$ cat config.mk
export PLATFORM = sky130hd
export DESIGN_NAME = axis_accel_sequencer
export DESIGN_NICKNAME = d
export VERILOG_FILES = /design/src/rtl/axis_accel_sequencer_pkg.sv /design/src/rtl/axis_accel_sequencer_gate.sv /design/src/rtl/axis_accel_sequencer.sv
export SDC_FILE = /design/constraint.sdc
export NUM_CORES = 1
export LEC_CHECK = 0
export CORE_AREA = 4 4 118 120
export DETAILED_ROUTE_END_ITERATION = 10
export DIE_AREA = 0 0 122 124
export PLACE_DENSITY_LB_ADDON = 0.05
export SLEW_MARGIN = 25
export SYNTH_ARGS = -nofsm -noshare
export SYNTH_HDL_FRONTEND = slang
export SYNTH_SLANG_ARGS = --single-unit
$ cat constraint.sdc
create_clock -name aclk -period 2.7 [get_ports aclk]
set_input_delay 0.54 -clock aclk [delete_from_list [all_inputs] [get_ports aclk]]
set_output_delay 0.54 -clock aclk [all_outputs]
set_load 0.02 [all_outputs]
$ cat src/rtl/axis_accel_sequencer_pkg.sv
// ============================================================================
// axis_accel_sequencer_pkg : shared state encoding and width defaults
// Rev 1.0
// ============================================================================
`default_nettype none

package axis_accel_sequencer_pkg;

    localparam int ITR_W_DEF  = 16;
    localparam int BEAT_W_DEF = 20;

    typedef enum logic [2:0] {
        ST_IDLE  = 3'd0,
        ST_WGT   = 3'd1,
        ST_PIX   = 3'd2,
        ST_DRAIN = 3'd3,
        ST_DONE  = 3'd4
    } seq_state_t;

endpackage

`default_nettype wire

$ cat src/rtl/axis_accel_sequencer_gate.sv
// ============================================================================
// axis_gate : AND-gates one AXIS valid/ready pair; last passes through
// Rev 1.0
// ============================================================================
`default_nettype none

module axis_gate (
    input  logic en,
    input  logic s_valid,
    output logic s_ready,
    input  logic s_last,
    output logic m_valid,
    input  logic m_ready,
    output logic m_last,
    output logic fire
);

    assign m_valid = s_valid & en;
    assign s_ready = m_ready & en;
    assign m_last  = s_last;
    assign fire    = s_valid & m_ready & en;

endmodule

`default_nettype wire

$ cat src/rtl/axis_accel_sequencer.sv
// ============================================================================
// axis_accel_sequencer : layer controller ordering W/P streams, counts drain
// Rev 1.0
// ============================================================================
`default_nettype none

module axis_accel_sequencer
    import axis_accel_sequencer_pkg::*;
#(
    parameter int ITR_W  = ITR_W_DEF,
    parameter int BEAT_W = BEAT_W_DEF
) (
    input  logic              aclk,
    input  logic              aresetn,
    input  logic              s_desc_valid,
    output logic              s_desc_ready,
    input  logic [ITR_W-1:0]  s_desc_itr,
    input  logic [BEAT_W-1:0] s_desc_wbeats,
    input  logic [BEAT_W-1:0] s_desc_pbeats,
    input  logic              s_wgt_valid,
    output logic              s_wgt_ready,
    input  logic              s_wgt_last,
    output logic              m_wgt_valid,
    input  logic              m_wgt_ready,
    output logic              m_wgt_last,
    input  logic              s_pix_valid,
    output logic              s_pix_ready,
    input  logic              s_pix_last,
    output logic              m_pix_valid,
    input  logic              m_pix_ready,
    output logic              m_pix_last,
    input  logic              out_valid,
    input  logic              out_ready,
    input  logic              out_last,
    output logic              busy,
    output logic              done,
    output logic              err_last
);

    localparam logic [ITR_W-1:0]  ITR_ONE  = ITR_W'(1);
    localparam logic [BEAT_W-1:0] BEAT_ONE = BEAT_W'(1);

    seq_state_t        state, state_nx;
    logic [ITR_W-1:0]  itr_cnt, itr_nx, out_cnt, out_nx;
    logic [BEAT_W-1:0] w_cnt, w_nx, p_cnt, p_nx;
    logic [BEAT_W-1:0] wbeats, wb_nx, pbeats, pb_nx;
    logic              err_nx, end_iter;
    logic              en_wgt, en_pix, w_fire, p_fire, out_fire;

    // Gate enables come from registered state/config only; pixel gate stays
    // shut for zero-beat pixel phases so no stray beat can slip through.
    assign en_wgt       = (state == ST_WGT);
    assign en_pix       = (state == ST_PIX) && (pbeats != '0);
    assign s_desc_ready = (state == ST_IDLE);
    assign busy         = (state != ST_IDLE);
    assign done         = (state == ST_DONE);
    assign out_fire     = out_valid & out_ready & out_last;

    axis_gate u_gate_wgt (
        .en(en_wgt), .s_valid(s_wgt_valid), .s_ready(s_wgt_ready), .s_last(s_wgt_last),
        .m_valid(m_wgt_valid), .m_ready(m_wgt_ready), .m_last(m_wgt_last), .fire(w_fire)
    );

    axis_gate u_gate_pix (
        .en(en_pix), .s_valid(s_pix_valid), .s_ready(s_pix_ready), .s_last(s_pix_last),
        .m_valid(m_pix_valid), .m_ready(m_pix_ready), .m_last(m_pix_last), .fire(p_fire)
    );

    always_ff @(posedge aclk or negedge aresetn) begin
        if (!aresetn) begin
            state    <= ST_IDLE;
            itr_cnt  <= '0;
            out_cnt  <= '0;
            w_cnt    <= '0;
            p_cnt    <= '0;
            wbeats   <= '0;
            pbeats   <= '0;
            err_last <= 1'b0;
        end else begin
            state    <= state_nx;
            itr_cnt  <= itr_nx;
            out_cnt  <= out_nx;
            w_cnt    <= w_nx;
            p_cnt    <= p_nx;
            wbeats   <= wb_nx;
            pbeats   <= pb_nx;
            err_last <= err_nx;
        end
    end

    always_comb begin
        state_nx = state;
        itr_nx   = itr_cnt;
        out_nx   = out_cnt;
        w_nx     = w_cnt;
        p_nx     = p_cnt;
        wb_nx    = wbeats;
        pb_nx    = pbeats;
        err_nx   = err_last;
        end_iter = 1'b0;

        if ((state != ST_IDLE) && out_fire) begin
            if (out_cnt == '0) err_nx = 1'b1;
            else               out_nx = out_cnt - ITR_ONE;
        end
        if (w_fire && (s_wgt_last != (w_cnt == BEAT_ONE))) err_nx = 1'b1;
        if (p_fire && (s_pix_last != (p_cnt == BEAT_ONE))) err_nx = 1'b1;

        case (state)
            ST_IDLE: begin
                if (s_desc_valid) begin
                    itr_nx = s_desc_itr;
                    out_nx = s_desc_itr;
                    w_nx   = s_desc_wbeats;
                    p_nx   = s_desc_pbeats;
                    wb_nx  = s_desc_wbeats;
                    pb_nx  = s_desc_pbeats;
                    err_nx = 1'b0;
                    // Empty layers still pass through DRAIN so done lands two cycles after accept.
                    if (s_desc_itr == '0)         state_nx = ST_DRAIN;
                    else if (s_desc_wbeats == '0) state_nx = ST_PIX;
                    else                          state_nx = ST_WGT;
                end
            end
            ST_WGT: begin
                if (w_fire) begin
                    if (w_cnt != '0) w_nx = w_cnt - BEAT_ONE;
                    if (w_cnt == BEAT_ONE) begin
                        if (pbeats == '0) begin
                            end_iter = 1'b1;
                        end else begin
                            state_nx = ST_PIX;
                            p_nx     = pbeats;
                        end
                    end
                end
            end
            ST_PIX: begin
                if (pbeats == '0) begin
                    end_iter = 1'b1;
                end else if (p_fire) begin
                    if (p_cnt != '0) p_nx = p_cnt - BEAT_ONE;
                    if (p_cnt == BEAT_ONE) end_iter = 1'b1;
                end
            end
            ST_DRAIN: if (out_cnt == '0) state_nx = ST_DONE;
            ST_DONE:  state_nx = ST_IDLE;
            default:  state_nx = ST_IDLE;
        endcase

        if (end_iter) begin
            if (itr_cnt != '0) itr_nx = itr_cnt - ITR_ONE;
            if (itr_cnt <= ITR_ONE) begin
                state_nx = ST_DRAIN;
            end else begin
                w_nx     = wbeats;
                p_nx     = pbeats;
                state_nx = (wbeats == '0) ? ST_PIX : ST_WGT;
            end
        end
    end

endmodule

`default_nettype wire

==> results of run 1 <==
## area by class of cell
class | count | share of cell area [%]
Tap cell | 176 | 2.400
Multi-Input combinational cell | 709 | 45.09
Sequential cell | 116 | 31.68
Timing Repair Buffer | 134 | 13.83
Inverter | 13 | 0.5319
Clock inverter | 14 | 1.678
Clock buffer | 18 | 4.787
## worst paths after layout
check,startpoint,end,slack (ns),cells after the start
worst min-delay path,aresetn,pbeats[5]$_DFFE_PN0P_,0.14,1
min in group aclk,wbeats[16]$_DFFE_PN0P_,wbeats[16]$_DFFE_PN0P_,0.51,2
max in group asynchronous,aresetn,w_cnt[2]$_DFF_PN0_,1.81,2
worst max register to register,itr_cnt[0]$_DFF_PN0_,itr_cnt[6]$_DFF_PN0_,0.19,10
worst max-delay path,pbeats[15]$_DFFE_PN0P_,m_pix_valid,0.07,5
worst min register to register,wbeats[16]$_DFFE_PN0P_,wbeats[16]$_DFFE_PN0P_,0.51,2
## cell families after synthesis
family / count (synthesis)
compound gates: 218
xor+xnor: 32
fa+ha+maj: 10
buf+inv: 65
flops: 116
mux: 6
simple gates: 443
## state kept, by name, indices dropped and copies added, names as in the netlist
name      cells
err_last      1
itr_cnt      16
out_cnt      16
p_cnt        20
pbeats       20
state         3
w_cnt        20
wbeats       20
## routing by layer
metal / vias to the layer above / wire length (um)
met1: 3598 / 10040
met2: 347 / 11350
met3: 60 / 1766
met4: 0 / 561
met5: - / 0
li1: 3452 / -
## cell usage in the layout (no fill, tap or decap), drive strengths merged, types with 8 or more instances in the layout
cell type,Yosys,routed
nor2,76,76
clkdlybuf4s50,0,73
nand2b,16,16
nor4,36,36
nand4,20,20
nand2,174,174
xnor2,21,21
a21o,12,12
and2,8,8
or3,14,14
nor3,32,32
a211oi,13,13
ha,10,10
a31oi,9,9
dfrtp,116,116
a311oi,13,13
o21ai,51,51
o22ai,9,9
inv,13,15
buf,22,58
clkbuf,30,18
a21oi,60,60
xor2,11,11
nand3,24,24
and3,9,9
## worst register-to-register path, cell delays in order, from the launching register on
cell and delay [ns]:
dfrtp_1 0.41, inv_1 0.11, ha_2 0.22, or4b_1 0.50
nand2b_4 0.21, nor3b_4 0.25, a211oi_2 0.10, buf_12 0.18
o21ai_0 0.08, a21oi_1 0.09, a311oi_1 0.26
## through the flow
| step | TNS, ns | hold WS [ns] | total power, W |
|---|---|---|---|
| global placement | 0 | 0.4790 | 0.007382 |
| finish | 0 | 0.1388 | 0.01005 |
| detailed placement | -0.9288 | 0.4956 | 0.007578 |
| CTS | 0 | 0.1531 | 0.009924 |
| global route | -0.003904 | 0.1684 | 0.01069 |
| floorplan | 0 | 0.2444 | 0.006056 |
## repair_timing
item                       in CTS  in global routing
gates resized for setup         5                 10
buffers inserted                0                  3
cloned                          0                  0
setup endpoints to repair       3                 31
pin swaps                       0                  3
## report_power, final
group,internal (W),switching [W],leakage (nW)
Combinational,0.00186,0.00230,2.11
Sequential,0.00258,0.00104,1.39
Clock,0.00139,0.000886,0.283
Total,0.00583,0.00422,3.79
==> flow_metrics.tcl, run 1 <==
set metrics [dict create \
    die_w_um 122 \
    clk_pin_slew_worst_paths_ns 0.06 \
    synthMuxAreaShare_pct 0.8594 \
    cts_hold_buf 0 \
    path_max_fanout 3 \
    cp.arrival_ns 2.09 \
    clk_path_buf_depth 2 \
    grt_overflow 0 \
    path_cells "nor4_1 > and3_1 > nand2_1 > and3_1 > dlygate4sd2_1" \
    synthCells 890 \
    clk-insertion-delay-late_ns 0.43 \
    grt_max_degree 48 \
    syn_area_um2 7279 \
    yosysSeqAreaShare_pct 39.88 \
    io-pin-count 78 \
    critPathSlowestCell "dfrtp_1" \
    crit_buf_inv 1 \
    place_area_um2 8507 \
    gp_congestion 0.9702 \
    gr-usage-met2_pct 51.97 \
    fin_util_pct 70.68 \
    crit_path_max_incr_delay_ns 0.44 \
    root_buffer "clkbuf_16" \
    hpwl_mm 16.97 \
    skew_ns 0.01636 \
    h-tree-depth 4 \
    final.min_clock_period_ns 2.629 \
    crit_path_frequent_cell "and3_1" \
    yosys.area.top_type "dfrtp_1" \
    syn_area_per_cell_um2 8.179 \
    synth_top_family_by_area "simple AND/OR/NAND/NOR gates" \
    grt_pass1_vias 7100 \
    multiInputGateArea_um2 4136 \
    cts_buffers 17 \
    fin_ws_ns 0.07085 \
    syn_to_final_growth_pct 26.02 \
    ys_ff_latch 116 \
    drv_cap 0 \
    clock-sinks 116 \
    drtAntennaViolNets 0 \
    timing.final.crit_share_pct 97.38 \
    ys_warn_count 0 \
    vias_per_cell 6.319 \
    synth_ff_type "dfrtp_1" \
    grt_busiest_layer "met2" \
    critPathLaunchType "flop" \
    synth_enable_flop_cells 0 \
    required_ns 2.16 \
    grt_pass1_wl_mm 37.43 \
    core_um2 12980 \
    yosysMostFrequentCell "nand2_1" \
    drv_slew 0 \
    synthTopCellsByArea "dfrtp_1, nand2_1, a21oi_1" \
    rows 42 \
    ir_drop_mv 0.6242 \
    end_kind "output pin" \
    io_buffer_count 77 \
    synthAdderAreaFrac_pct 1.719 \
    async_flop_share_pct 100.0 \
    synth_compound_area_share_pct 19.51 \
    routed_wirelength_mm 23.72 \
    die_area_um2 15130 \
    syn_nets 968 \
    p_per_area_nw_per_um2 1096 \
    post-place-ws_ns -0.1347 \
    final-instance-count-excl-fill 1180 \
    grt_use_met1_pct 42.40 \
    synth.top_cells.by_count "nand2_1, dfrtp_1, nor2_1" \
    fillers 1026 \
    synth_xor_area_share_pct 3.850 \
    die_y_um 124 \
    yosysUniqueCellTypes 72 \
    seq_area_um2 2907 \
    worst-slew-pin-transition_ns 0.7659 \
    vias 7457 \
    status "complete, no violations" \
    met3_usage_pct 7.221 \
    initial_utilization_pct 56.08 \
    antennaDiodeCount 0 \
    drive_gt1_share_pct 12.35 \
    fmax_mhz 380.4 \
    dp_cells 1145 \
    hold_class "in2async" \
    yosysTopAreaCellShare_pct 39.88 \
    hold_viol_final 0 \
    drt_first_pass_iters 5 \
    crit_type "reg2out" \
    path_delay_family "simple AND/OR/NAND/NOR gates" \
    final_area_um2 9174 \
    synth-simple-area-share_pct 30.22 \
    nNetsFinal 1069 \
    cts_tree "yes" \
    antenna_found_initial 0 \
    max_slew_margin_pct 48.47 \
    finalSetupViolCount 0 \
    drtIter0Drc 817 \
    track_usage_pct 31.95 \
    routedWlPerCell_um 20.10 \
    drc_errors 0 \
    cellLeakagePower_nw 3.786 \
]
Power figures use the tool's default switching activity.
==> run 2, diff against run 1 <==
Settings changed: HOLD_SLACK_MARGIN from default to 0.06.
==> results of run 2 <==
The final DEF is identical to that of run 1; final timing and power are the same.
